<file path="src/rtl/seg_scan_driver.sv">
// Eight-digit multiplexed 7-segment scan driver with BCD decode, per-digit decimal
// points, optional leading-zero blanking and frame-coherent input shadowing.
module seg_scan_driver #(
    parameter int SCAN_DIV = 1,
    parameter int LZB      = 1
) (
    input  logic        clk1k,
    input  logic        reset,
    input  logic        en,
    input  logic [31:0] bcd,
    input  logic [7:0]  dp,
    output logic [7:0]  seg_com,
    output logic [7:0]  seg_data,
    output logic        frame_start
);

    localparam logic [0:0] ST_IDLE  = 1'b0;
    localparam logic [0:0] ST_SCAN  = 1'b1;
    localparam logic [7:0] DIV_LAST = 8'(SCAN_DIV - 1);

    logic [0:0]  state_q, state_d;
    logic [2:0]  idx_q, idx_d;
    logic [7:0]  div_q, div_d;
    logic [31:0] bcd_sh_q, bcd_sh_d;
    logic [7:0]  dp_sh_q, dp_sh_d;
    logic [7:0]  seg_com_q, seg_com_d;
    logic [7:0]  seg_data_q, seg_data_d;
    logic        frame_start_q, frame_start_d;
    logic        show;

    logic [6:0]  seg_tbl [8];
    logic [7:0]  blank_vec;

    function automatic logic [7:0] seg_decode(input logic [3:0] d);
        logic [7:0] s;
        case (d)
            4'd0:    s = 8'hFC;
            4'd1:    s = 8'h60;
            4'd2:    s = 8'hDA;
            4'd3:    s = 8'hF2;
            4'd4:    s = 8'h66;
            4'd5:    s = 8'hB6;
            4'd6:    s = 8'hBE;
            4'd7:    s = 8'hE0;
            4'd8:    s = 8'hFE;
            4'd9:    s = 8'hF6;
            default: s = 8'h02;
        endcase
        return s;
    endfunction

    // Scan sequencing; shadows only ever reload at frame entry or on the 7->0 wrap.
    always_comb begin
        state_d       = state_q;
        idx_d         = idx_q;
        div_d         = div_q;
        bcd_sh_d      = bcd_sh_q;
        dp_sh_d       = dp_sh_q;
        frame_start_d = 1'b0;
        show          = 1'b0;
        if (en) begin
            show = 1'b1;
            if (state_q == ST_IDLE) begin
                state_d       = ST_SCAN;
                idx_d         = 3'd0;
                div_d         = 8'd0;
                bcd_sh_d      = bcd;
                dp_sh_d       = dp;
                frame_start_d = 1'b1;
            end else if (div_q == DIV_LAST) begin
                div_d = 8'd0;
                idx_d = idx_q + 3'd1;
                if (idx_q == 3'd7) begin
                    bcd_sh_d      = bcd;
                    dp_sh_d       = dp;
                    frame_start_d = 1'b1;
                end
            end else begin
                div_d = div_q + 8'd1;
            end
        end
    end

    // Decode and blanking work on the next-state shadows so the pins match the new idx.
    assign blank_vec[0] = 1'b0;
    generate
        for (genvar gi = 0; gi < 8; gi++) begin : g_digit
            logic [7:0] code;
            assign code        = seg_decode(bcd_sh_d[4*gi +: 4]);
            assign seg_tbl[gi] = code[7:1];
            if (gi > 0) begin : g_blank
                assign blank_vec[gi] = (bcd_sh_d[31:4*gi] == '0);
            end
        end
    endgenerate

    always_comb begin
        seg_com_d  = 8'hFF;
        seg_data_d = 8'h00;
        if (show) begin
            seg_com_d = ~(8'b0000_0001 << idx_d);
            if ((LZB != 0) && blank_vec[idx_d]) begin
                seg_data_d = {7'h00, dp_sh_d[idx_d]};
            end else begin
                seg_data_d = {seg_tbl[idx_d], dp_sh_d[idx_d]};
            end
        end
    end

    always_ff @(posedge clk1k or posedge reset) begin
        if (reset) begin
            state_q       <= ST_IDLE;
            idx_q         <= 3'd0;
            div_q         <= 8'd0;
            bcd_sh_q      <= 32'd0;
            dp_sh_q       <= 8'd0;
            seg_com_q     <= 8'hFF;
            seg_data_q    <= 8'h00;
            frame_start_q <= 1'b0;
        end else begin
            state_q       <= state_d;
            idx_q         <= idx_d;
            div_q         <= div_d;
            bcd_sh_q      <= bcd_sh_d;
            dp_sh_q       <= dp_sh_d;
            seg_com_q     <= seg_com_d;
            seg_data_q    <= seg_data_d;
            frame_start_q <= frame_start_d;
        end
    end

    assign seg_com     = seg_com_q;
    assign seg_data    = seg_data_q;
    assign frame_start = frame_start_q;

endmodule
</file>
<file path="config.mk">
export PLATFORM = sky130hd
export DESIGN_NAME = seg_scan_driver
export DESIGN_NICKNAME = d
export VERILOG_FILES = /design/src/rtl/seg_scan_driver.sv
export SDC_FILE = /design/constraint.sdc
export NUM_CORES = 1
export LEC_CHECK = 0
export BUFFER_PORTS_ARGS = -buffer_cell sky130_fd_sc_hd__buf_2
export CAP_MARGIN = 15
export CELL_PAD_IN_SITES_DETAIL_PLACEMENT = 0
export CELL_PAD_IN_SITES_GLOBAL_PLACEMENT = 1
export CORE_AREA = 2 2 126 128
export CTS_CLUSTER_DIAMETER = 30
export CTS_CLUSTER_SIZE = 20
export DETAILED_ROUTE_END_ITERATION = 6
export DIE_AREA = 0 0 128 130
export PLACE_DENSITY = 0.65
export RECOVER_POWER = 50
export SYNTH_ARGS = -nofsm -noshare
export SYNTH_HDL_FRONTEND = slang
export SYNTH_SLANG_ARGS = --single-unit
</file>
<file path="constraint.sdc">
create_clock -name clk1k -period 8 [get_ports clk1k]
set_clock_uncertainty 0.15 [all_clocks]
set_input_delay 0.8 -clock clk1k [delete_from_list [all_inputs] [get_ports clk1k]]
set_output_delay 0.8 -clock clk1k [all_outputs]
set_load 0.01 [all_outputs]
</file>
Yosys cells after proc, flatten, opt, wreduce, memory -nomap -nowiden
Memory sizes are Yosys's and may differ from the RTL's.
Cells that the tools add are included.
Widths: inputs -> output; s select.
- register bits: 69
- bits in read-only memories: 896
- input port bits: 43
- output and inout port bits: 17
- word-level logic and storage cells: 60
- memories: 8
- memories (name ; depth ; width ; read ports ; clocked after memory_dff ; wr ports ; line ; text):
    (name not given) ; 16 ; 7 ; 1 ; 0 ; 0 ; 36 ; case (d)
    (name not given) ; 16 ; 7 ; 1 ; 0 ; 0 ; 36 ;
    (name not given) ; 16 ; 7 ; 1 ; 0 ; 0 ; 36 ;
    (name not given) ; 16 ; 7 ; 1 ; 0 ; 0 ; 36 ;
    (name not given) ; 16 ; 7 ; 1 ; 0 ; 0 ; 36 ;
    (name not given) ; 16 ; 7 ; 1 ; 0 ; 0 ; 36 ;
    2 more memories ; n/a ; n/a ; n/a ; n/a ; n/a ; n/a ;
- add/subtract/negate cells: 2
- order comparisons: 2
- eq/ne operators: 1
- shift operators: 1
- muxes and demuxes: 28
- bitwise gates (word level): 2
- reduce and logical (&&, ||, !) cells: 8
- operators with widths (kind ; count):
    $mux 32 ; 4
    $mux 8 ; 9
    $logic_not 28->1 ; 1
    $logic_not 24->1 ; 1
    $bmux 7 s3 ; 1
    $logic_not 20->1 ; 1
    $logic_not 16->1 ; 1
    $logic_not 8->1 ; 2
    $mux 7 ; 2
    $logic_not 12->1 ; 1
    $mux 3 ; 3
    $add 8x1->8 const B ; 1
    $not 8->8 ; 1
    $shl 1x3->8 const A ; 1
    $mux 1 ; 7
    $bmux 1 s3 ; 2
    $ge 4x4->1 const B ; 1
    $logic_not 4->1 ; 1
    $lt 3x4->1 const B ; 1
    $not 3->4 ; 1
    $add 3x1->3 const B ; 1
    $eq 3x3->1 const B ; 1

Depth between registers and ports, before layout
Gate-level depths: netlist (run 1).
An unclocked memory read counts as a cell.
- depth after elaboration: 11
- depth in mapped cells: 19
- gate-level depth less buffers: 15

Worst setup path before layout (run 1)
No wires, ideal clock.
- kind: register to register
- start point: register div_q[2]
- end point: register seg_data_q[3], in the netlist seg_data[3]
- library setup time: 0.154 ns
- arrival: 4.203 ns
- required time: 7.696 ns
- setup slack: 3.493 ns
- cell stages (with the launch flop): 20
- buffers on the path: 6
- clock period less this slack: 4.507 ns
- cell sequence: dfrtp_1 > buf_6 > or4_1 > buf_6 > o21ai_4 > nand2_4 > inv_6 > buf_8 > buf_8 > buf_2 > buf_2 > mux2i_1 > ha_1 > inv_1 > a2111oi_0 > a311oi_1 > a21oi_1 > o2111ai_1 > o31ai_2 > a221oi_1
- word-level cells in the longest chain between the ends: 10
- elaborated cells between the ends (all ways): 30
- those cells by class: 13 x mux; 1 x bitwise; 8 x reduce/logical; 8 x memory
- ends and longest elaborated chain (item ; line ; text):
    start: declaration ; 23 ; logic [7:0] div_q, div_d;
    start signal: assignment ; 123 ; div_q <= div_d;
    $logic_not 8->1 (*) ; 70 ; end else if (div_q == DIV_LAST) begin
    $mux 32 / $mux 3 (equally long branches) ; 70 ;
    $mux 32 / $mux 3 (equally long branches) ; 63 ; if (state_q == ST_IDLE) begin
    $mux 32 / $mux 3 (equally long branches) ; 61 ; if (en) begin
    $mem_v2 16x7 / $not 3->4 (equally long branches) ; n/a ;
    $bmux 7 s3 ; 105 ; seg_data_d = {seg_tbl[idx_d], dp_sh_d[idx_d]};
    $mux 7 (not written as such) (2 in series) ; 105 ;
    $mux 8 (*) ; 102 ; if ((LZB != 0) && blank_vec[idx_d]) begin
    $mux 8 (*) ; 100 ; if (show) begin
    net seg_data_d[3] ; 27 ; logic [7:0] seg_data_q, seg_data_d;
    end signal: assignment ; 127 ; seg_data_q <= seg_data_d;
    end: declaration ; 27 ;
Mark *: on every way through the listed nets, which the timed path passes. The rest lies on a longest branch. The select of a mux whose other input is x is not followed.
A chain may end at the register's enable or synchronous reset.

Worst setup path after layout (run 1)
- start point: register idx_q[0]
- end point: register seg_data_q[6], in the netlist seg_data[6]
- word-level cells in the longest chain between the ends: 11
- elaborated cells between the ends (all ways): 32
- those cells by class: 1 x add/sub; 1 x eq/ne; 14 x mux; 1 x bitwise; 7 x reduce/logical; 8 x memory
- ends and longest elaborated chain (item ; line ; text):
    start: declaration ; 22 ; logic [2:0] idx_q, idx_d;
    start signal: assignment ; 122 ; idx_q <= idx_d;
    $eq 3x3->1 ; 73 ; if (idx_q == 3'd7) begin
    $mux 32 ; 73 ;
    $mux 32 ; 70 ;
    $mux 32 ; 63 ;
    $mux 32 ; 61 ;
    $mem_v2 16x7 ; n/a ;
    $bmux 7 s3 ; 105 ;
    $mux 7 (not written as such) (2 in series) ; 105 ;
    $mux 8 (*) ; 102 ;
    $mux 8 (*) ; 100 ;
    net seg_data_d[6] ; 27 ;
Marked as above.

==> results of run 1 <==
[cell families (layout without fill, tap and decap cells)]
group	count (synthesis)	in the layout	share of synthesized area, %
AO/OA/AOI/OAI	149	149	20.62
adder cells (fa/ha/maj)	52	52	12.42
flip-flops	69	69	33.16
multiplexers	47	47	9.269
buffers and inverters	74	129	6.235
AND/OR/NAND/NOR	181	181	17.80
XOR/XNOR	3	3	0.5018
[Yosys cell counts (3+ instances only)]
master and count:
dfstp_2 8, a211oi_1 9, mux2i_1 35, o21a_1 3, a31oi_1 7, clkbuf_1 13
inv_1 48, o31ai_1 5, dfrtp_1 61, nor3b_1 8, ha_1 52, a21oi_1 22
o21ai_0 34, nand3_1 24, a221oi_1 8, o211ai_1 8, o211a_1 3, or4_1 5
nand2_1 53, o221ai_1 3, nor2b_1 3, or3_1 4, nor2_1 34, buf_2 5
and2_1 4, mux2_2 12, a22oi_1 4, and4_1 3, nand2b_1 8, o2111ai_1 3
nand4_1 9, o22ai_1 8, nor3_1 11, a311oi_1 4, o22a_1 4, and3_1 3
[layout by cell type (no fill, tap or decap), drive strengths merged, types with 7 or more instances in the layout]
cell / netlist / final
dfrtp: 61 / 61
nand2: 54 / 54
buf: 11 / 54
ha: 52 / 52
inv: 50 / 50
mux2i: 35 / 35
o21ai: 35 / 35
nor2: 34 / 34
nand3: 24 / 24
a21oi: 23 / 23
clkbuf: 13 / 19
mux2: 12 / 12
nor3: 11 / 11
nand4: 9 / 9
a211oi: 9 / 9
a221oi: 9 / 9
o211ai: 8 / 8
nor3b: 8 / 8
nand2b: 8 / 8
dfstp: 8 / 8
o22ai: 8 / 8
a31oi: 7 / 7
[cell type report]
| type | count | share of cell area, % |
|---|---|---|
| repair buffers | 63 | 5.211 |
| inverters | 50 | 3.223 |
| flip-flops and latches | 69 | 29.05 |
| well taps | 192 | 4.018 |
| clock buffers | 10 | 3.830 |
| clock inverters | 6 | 1.465 |
| multi-input cells | 432 | 53.20 |
[power breakdown]
group	internal, mW	switching [mW]
sequential	0.490	0.0893
clock	0.273	0.166
combinational	0.509	0.859
[state kept, by name, indices dropped and copies added (netlist names)]
| name | flops |
|---|---|
| bcd_sh_q | 32 |
| seg_data | 8 |
| div_q | 8 |
| dp_sh_q | 8 |
| frame_start | 1 |
| state_q | 1 |
| idx_q | 3 |
| seg_com | 8 |
[how the worst min path moves through the flow]
stage	cells after the start	from	to
6_report	1	dp_sh_q[2]	dp_sh_q[2]
5_1_grt	1	dp_sh_q[1]	dp_sh_q[1]
4_1_cts	1	dp_sh_q[1]	dp_sh_q[1]
3_5_place_dp	1	dp_sh_q[1]	dp_sh_q[1]
3_3_place_gp	1	dp_sh_q[7]	dp_sh_q[7]
2_1_floorplan	2	dp_sh_q[6]	dp_sh_q[6]
[metrics by stage]
step	utilization, %	cell area, sq um	hold slack (ns)	cells	worst slack (ns)
3_3_place_gp	36.79	5675	0.3254	806	3.226
4_1_cts	38.85	5992	0.3529	822	3.049
5_1_grt	38.76	5978	0.3756	822	2.611
2_1_floorplan	-	5238	0.2910	575	3.493
6_report	38.76	5978	0.3496	822	3.001
3_5_place_dp	36.79	5675	0.3392	806	3.039
[critical path: cells and delay by family (launching register included)]
kind / cells / cell delay (ns)
adders and majority gates: 3 / 0.68
buffers and inverters: 2 / 0.52
DFF: 1 / 0.54
muxes: 1 / 0.46
AOI/OAI and AO/OA: 7 / 1.97
and+or+nand+nor: 2 / 0.50
[metal layers]
| layer | up-vias | GRT usage (%) | wire length, um |
|---|---|---|---|
| met5 | - | 0 | 0 |
| met3 | 28 | 4.059 | 949 |
| met4 | 0 | 8.468 | 374 |
| li1 | 2206 | - | - |
| met1 | 2262 | 28.53 | 7758 |
| met2 | 158 | 31.05 | 7478 |
==> flow_metrics.tcl, run 1 <==
set metrics [dict create \
    wl_per_cell_um 20.15 \
    drv_slew 70 \
    grt_pass1_vias 4547 \
    syn_nets 670 \
    slowest_delay_ns 0.54 \
    cp_cell_sequence "ha_1 -> ha_1 -> nand4bb_1 -> o21ai_4 -> nand2_4 -> inv_6 -> mux2i_1 -> ha_1 -> inv_1 -> a2111oi_0 -> a311oi_1 -> a21oi_1 -> o2111ai_1 -> o31ai_2 -> a221oi_1" \
    synth_flop_cell "dfrtp_1" \
    arrival_ns 5.05 \
    relSlewSlack_pct -161.3 \
    status "complete, but fails checks" \
    setup-tns-final_ns 0 \
    crit_top_cell "ha_1" \
    reg2reg_from "idx_q[0]" \
    synth_cell_types 76 \
    critPathCaptureType "flop" \
    grt_first_pass_wirelength_um 25470 \
    r2r_cells 15 \
    r2r_setup_slack_ns 3.00 \
    postRouteAntennaNets 0 \
    finalHoldViolations 0 \
    fillers 1589 \
    die_h_um 130 \
    numClockSinks 69 \
    track_usage_pct 20.43 \
    min_period_ns 4.999 \
    synth_edf_count 0 \
    syn_area_sq_mm 0.005238 \
    leakage_nw 2.676 \
    coreArea_sq_mm 0.01542 \
    drive_above_1_share_pct 16.67 \
    clkTransAtPathRegs_ns 0.06 \
    power_mw 2.386 \
    wl_um 16560 \
    nNetsFinal 720 \
    area_growth_pct 14.14 \
    required_ns 8.05 \
    start_util_pct 33.96 \
    cts_tree "yes" \
    dr_total_vias 4654 \
    fmax_mhz 200.0 \
    syn-instance-count 575 \
    grt_overflow 0 \
    yosysSeqAreaShare_pct 33.16 \
    multiInputGateArea_sq_mm 0.003181 \
    p_per_area_mw_per_mm2 399.0 \
    antenna_cells 0 \
    reg2reg_to "seg_data[6]" \
    crit_end "seg_data[6]" \
    ir_worst_vdd_mv 0.1411 \
    rows 46 \
    finalCritPeriodShare_pct 62.49 \
    drc 0 \
    antenna_found_initial 0 \
    synthTopCellsByArea "dfrtp_1 (29%), ha_1 (12%), mux2i_1 (6.7%), dfstp_2 (4.0%), nand2_1 (3.8%)" \
    critPathLaunchType "flop" \
    grt_setup_unrepaired "no" \
    cp_max_fo 49 \
    crit_start "idx_q[0]" \
    dp_hpwl_um 12000 \
    postSynthAreaPerCell_sq_um 9.109 \
    clock-root-buffer "clkbuf_16" \
    register_area_sq_mm 0.001737 \
    dieArea_sq_mm 0.01664 \
    post-synth-top-area-fraction_pct 29.14 \
    maxCapViolations 1 \
    clockBufferDepth 2 \
    violations "max-capacitance violations, max-slew violations" \
    clk-insertion-delay-late_ns 0.35 \
    async_flop_share_pct 100.0 \
    io_pins 60 \
    tightest_slew_ns 3.920 \
    drt_iter0_drc 319 \
    yosysWarnings 0 \
    via_per_inst 5.662 \
    yosys.area.top_type "dfrtp_1" \
    cts_setup_buffers 0 \
    setup_violations 0 \
    cts_resized 0 \
    critPathKind "flop to flop" \
    ys_ff_latch 69 \
    dr.pass1.iters 5 \
    grt_start_max_net_pins 70 \
    place_congestion 0.9055 \
    htreeDepth 3 \
    io_buffer_count 59 \
    hold_path.class "flop to flop" \
    crit_slowest_cell "dfrtp_1" \
    cts_buffers 9 \
    die_x_um 128 \
    cts-hold-fix-buffers 0 \
]
Power figures use the tool's default switching activity.
==> run 2, diff against run 1 <==
- PLACE_DENSITY: 0.65 -> 0.67
- clock period: 8 -> 4.3 ns (I/O delays scaled with it)
==> flow_metrics.tcl, run 2 (synthesis results as in run 1) <==
set metrics [dict create \
    clockBufferDepth 2 \
    reg2reg_to "seg_data[6]" \
    p_sw_share_pct 46.82 \
    final_core_util_pct 40.18 \
    dieArea_sq_mm 0.01664 \
    switchingPower_mw 2.143 \
    maxCapViolations 1 \
    postRouteAntennaNets 0 \
    dr_total_vias 4825 \
    p_per_area_mw_per_mm2 738.3 \
    arrival_ns 4.06 \
    grt_start_max_net_pins 49 \
    critPathLaunchType "flop" \
    fmax_mhz 249.9 \
    grt_pass1_vias 4696 \
    place_congestion 0.9568 \
    fillers 1561 \
    intPower_mw 2.433 \
    via_per_inst 5.697 \
    crit_start "idx_q[1]" \
    pwr-share-clk_pct 17.1 \
    status "complete, but fails checks" \
    area_growth_pct 18.35 \
    leakage_nw 2.786 \
    top_register "bcd_sh_q" \
    rows 46 \
    tightest_slew_ns 2.337 \
    die_x_um 128 \
    reg2reg_from "idx_q[1]" \
    nNetsFinal 745 \
    io_pins 60 \
    violations "max-capacitance violations, max-slew violations" \
    clock-root-buffer "clkbuf_16" \
    cts_tree "yes" \
    drt_iter0_drc 392 \
    drv_slew 42 \
    cts_setup_buffers 0 \
    finalHoldViolations 0 \
    min_period_ns 4.002 \
    ir_worst_vdd_mv 0.3008 \
    slowest_delay_ns 0.46 \
    layout_common_cells "dfrtp_1 (60), nand2_1 (53), ha_1 (52)" \
    r2r_setup_slack_ns 0.30 \
    cp_max_fo 17 \
    io_buffer_count 59 \
    dp_hpwl_um 12470 \
    antenna_found_initial 0 \
    multiInputGateArea_sq_mm 0.003217 \
    grt_setup_unrepaired "no" \
    start_util_pct 33.96 \
    wl_um 16570 \
    final_common_cell "dfrtp_1" \
    antenna_cells 0 \
    clk-insertion-delay-late_ns 0.36 \
    relSlewSlack_pct -55.80 \
    critPathKind "flop to flop" \
    clkTransAtPathRegs_ns 0.07 \
    r2r_cells 15 \
    critPathCaptureType "flop" \
    cp_cell_sequence "ha_1 -> ha_1 -> nand4bb_1 -> o21ai_4 -> nand2_4 -> inv_6 -> mux2i_2 -> ha_1 -> inv_1 -> a2111oi_2 -> a311oi_1 -> a21oi_1 -> o2111ai_1 -> o31ai_4 -> a221oi_1" \
    dr.pass1.iters 5 \
    wl_per_cell_um 19.56 \
    finalCritPeriodShare_pct 93.07 \
    path_buf_inv 2 \
    required_ns 4.36 \
    largest_reg_flops 32 \
    hold_path.class "input port to flop" \
    cts_buffers 9 \
    die_h_um 130 \
    crit_top_cell "ha_1" \
    cp_top_family "compound AO/OA/AOI/OAI gates" \
    register_area_sq_mm 0.001738 \
    grt_first_pass_wirelength_um 25530 \
    drive_above_1_share_pct 20.61 \
    grt_overflow 0 \
    setup_violations 0 \
    track_usage_pct 20.18 \
    path_depth 15 \
    drc 0 \
    numClockSinks 69 \
    crit_slowest_cell "dfrtp_1" \
    crit_end "seg_data[6]" \
    htreeDepth 3 \
    setup-tns-final_ns 0 \
    pwr-share-seq_pct 23.6 \
    coreArea_sq_mm 0.01542 \
    p_comb_share_pct 59.3 \
]
==> run 2: repair_timing <==
action | 4_1_cts | 5_1_grt
gates resized for setup | 0 | 4
endpoints found under the setup margin | 0 | 7
hold endpoints to repair | 0 | 6
hold buffers | 0 | 1
==> run 2: worst min-delay path by stage <==
stage	start	end	cells past startpoint
2_1_floorplan	dp_sh_q[6]	dp_sh_q[6]	2
3_3_place_gp	dp_sh_q[6]	dp_sh_q[6]	2
3_5_place_dp	dp_sh_q[6]	dp_sh_q[6]	2
4_1_cts	dp[6]	dp_sh_q[6]	3
5_1_grt	dp[5]	dp_sh_q[5]	2
6_report	dp[6]	dp_sh_q[6]	3
==> run 2: final cells by class <==
class	instances	share of cell area, %
Timing Repair Buffer	88	8.236
Tap cell	192	3.876
Clock buffer	9	3.633
Clock inverter	7	1.211
Sequential cell	69	28.04
Multi-Input combinational cell	432	51.90
Inverter	50	3.109
==> run 2: tightest hold or removal path, stage by stage <==
cell	delay [ns]
buf_2	0.07
nand2_1	0.04
nand2_1	0.08
==> run 2: through the flow <==
stage	setup WS (ns)	cell area [sq um]	cells	hold WS [ns]	power, mW
final	0.2982	6198	847	0.1581	4.576
after global routing	0.009833	6198	847	0.1697	4.887
after CTS	0.1272	6186	845	0.1523	4.557
after detailed placement	0.1548	5886	829	0.3315	3.754
after global placement	0.3566	5886	829	0.3170	3.719
after floorplan	0.01549	5271	575	0.2910	2.852
==> run 2: power groups by stage <==
stage / clock network, mW / registers (mW) / logic, mW
final: 0.783 / 1.08 / 2.72
after global routing: 0.812 / 1.11 / 2.97
after CTS: 0.792 / 1.07 / 2.69
after detailed placement: 0 / 1.08 / 2.68
after global placement: 0 / 1.08 / 2.64
after floorplan: 0 / 1.05 / 1.80
==> run 2: per-layer routing <==
layer / track usage [%] / up-vias / routed length, um
met1: 25.60 / 2398 / 7470
li1: - / 2257 / -
met4: 7.240 / 0 / 380
met2: 33.75 / 142 / 7882
met5: 0 / - / 0
met3: 4.797 / 28 / 833
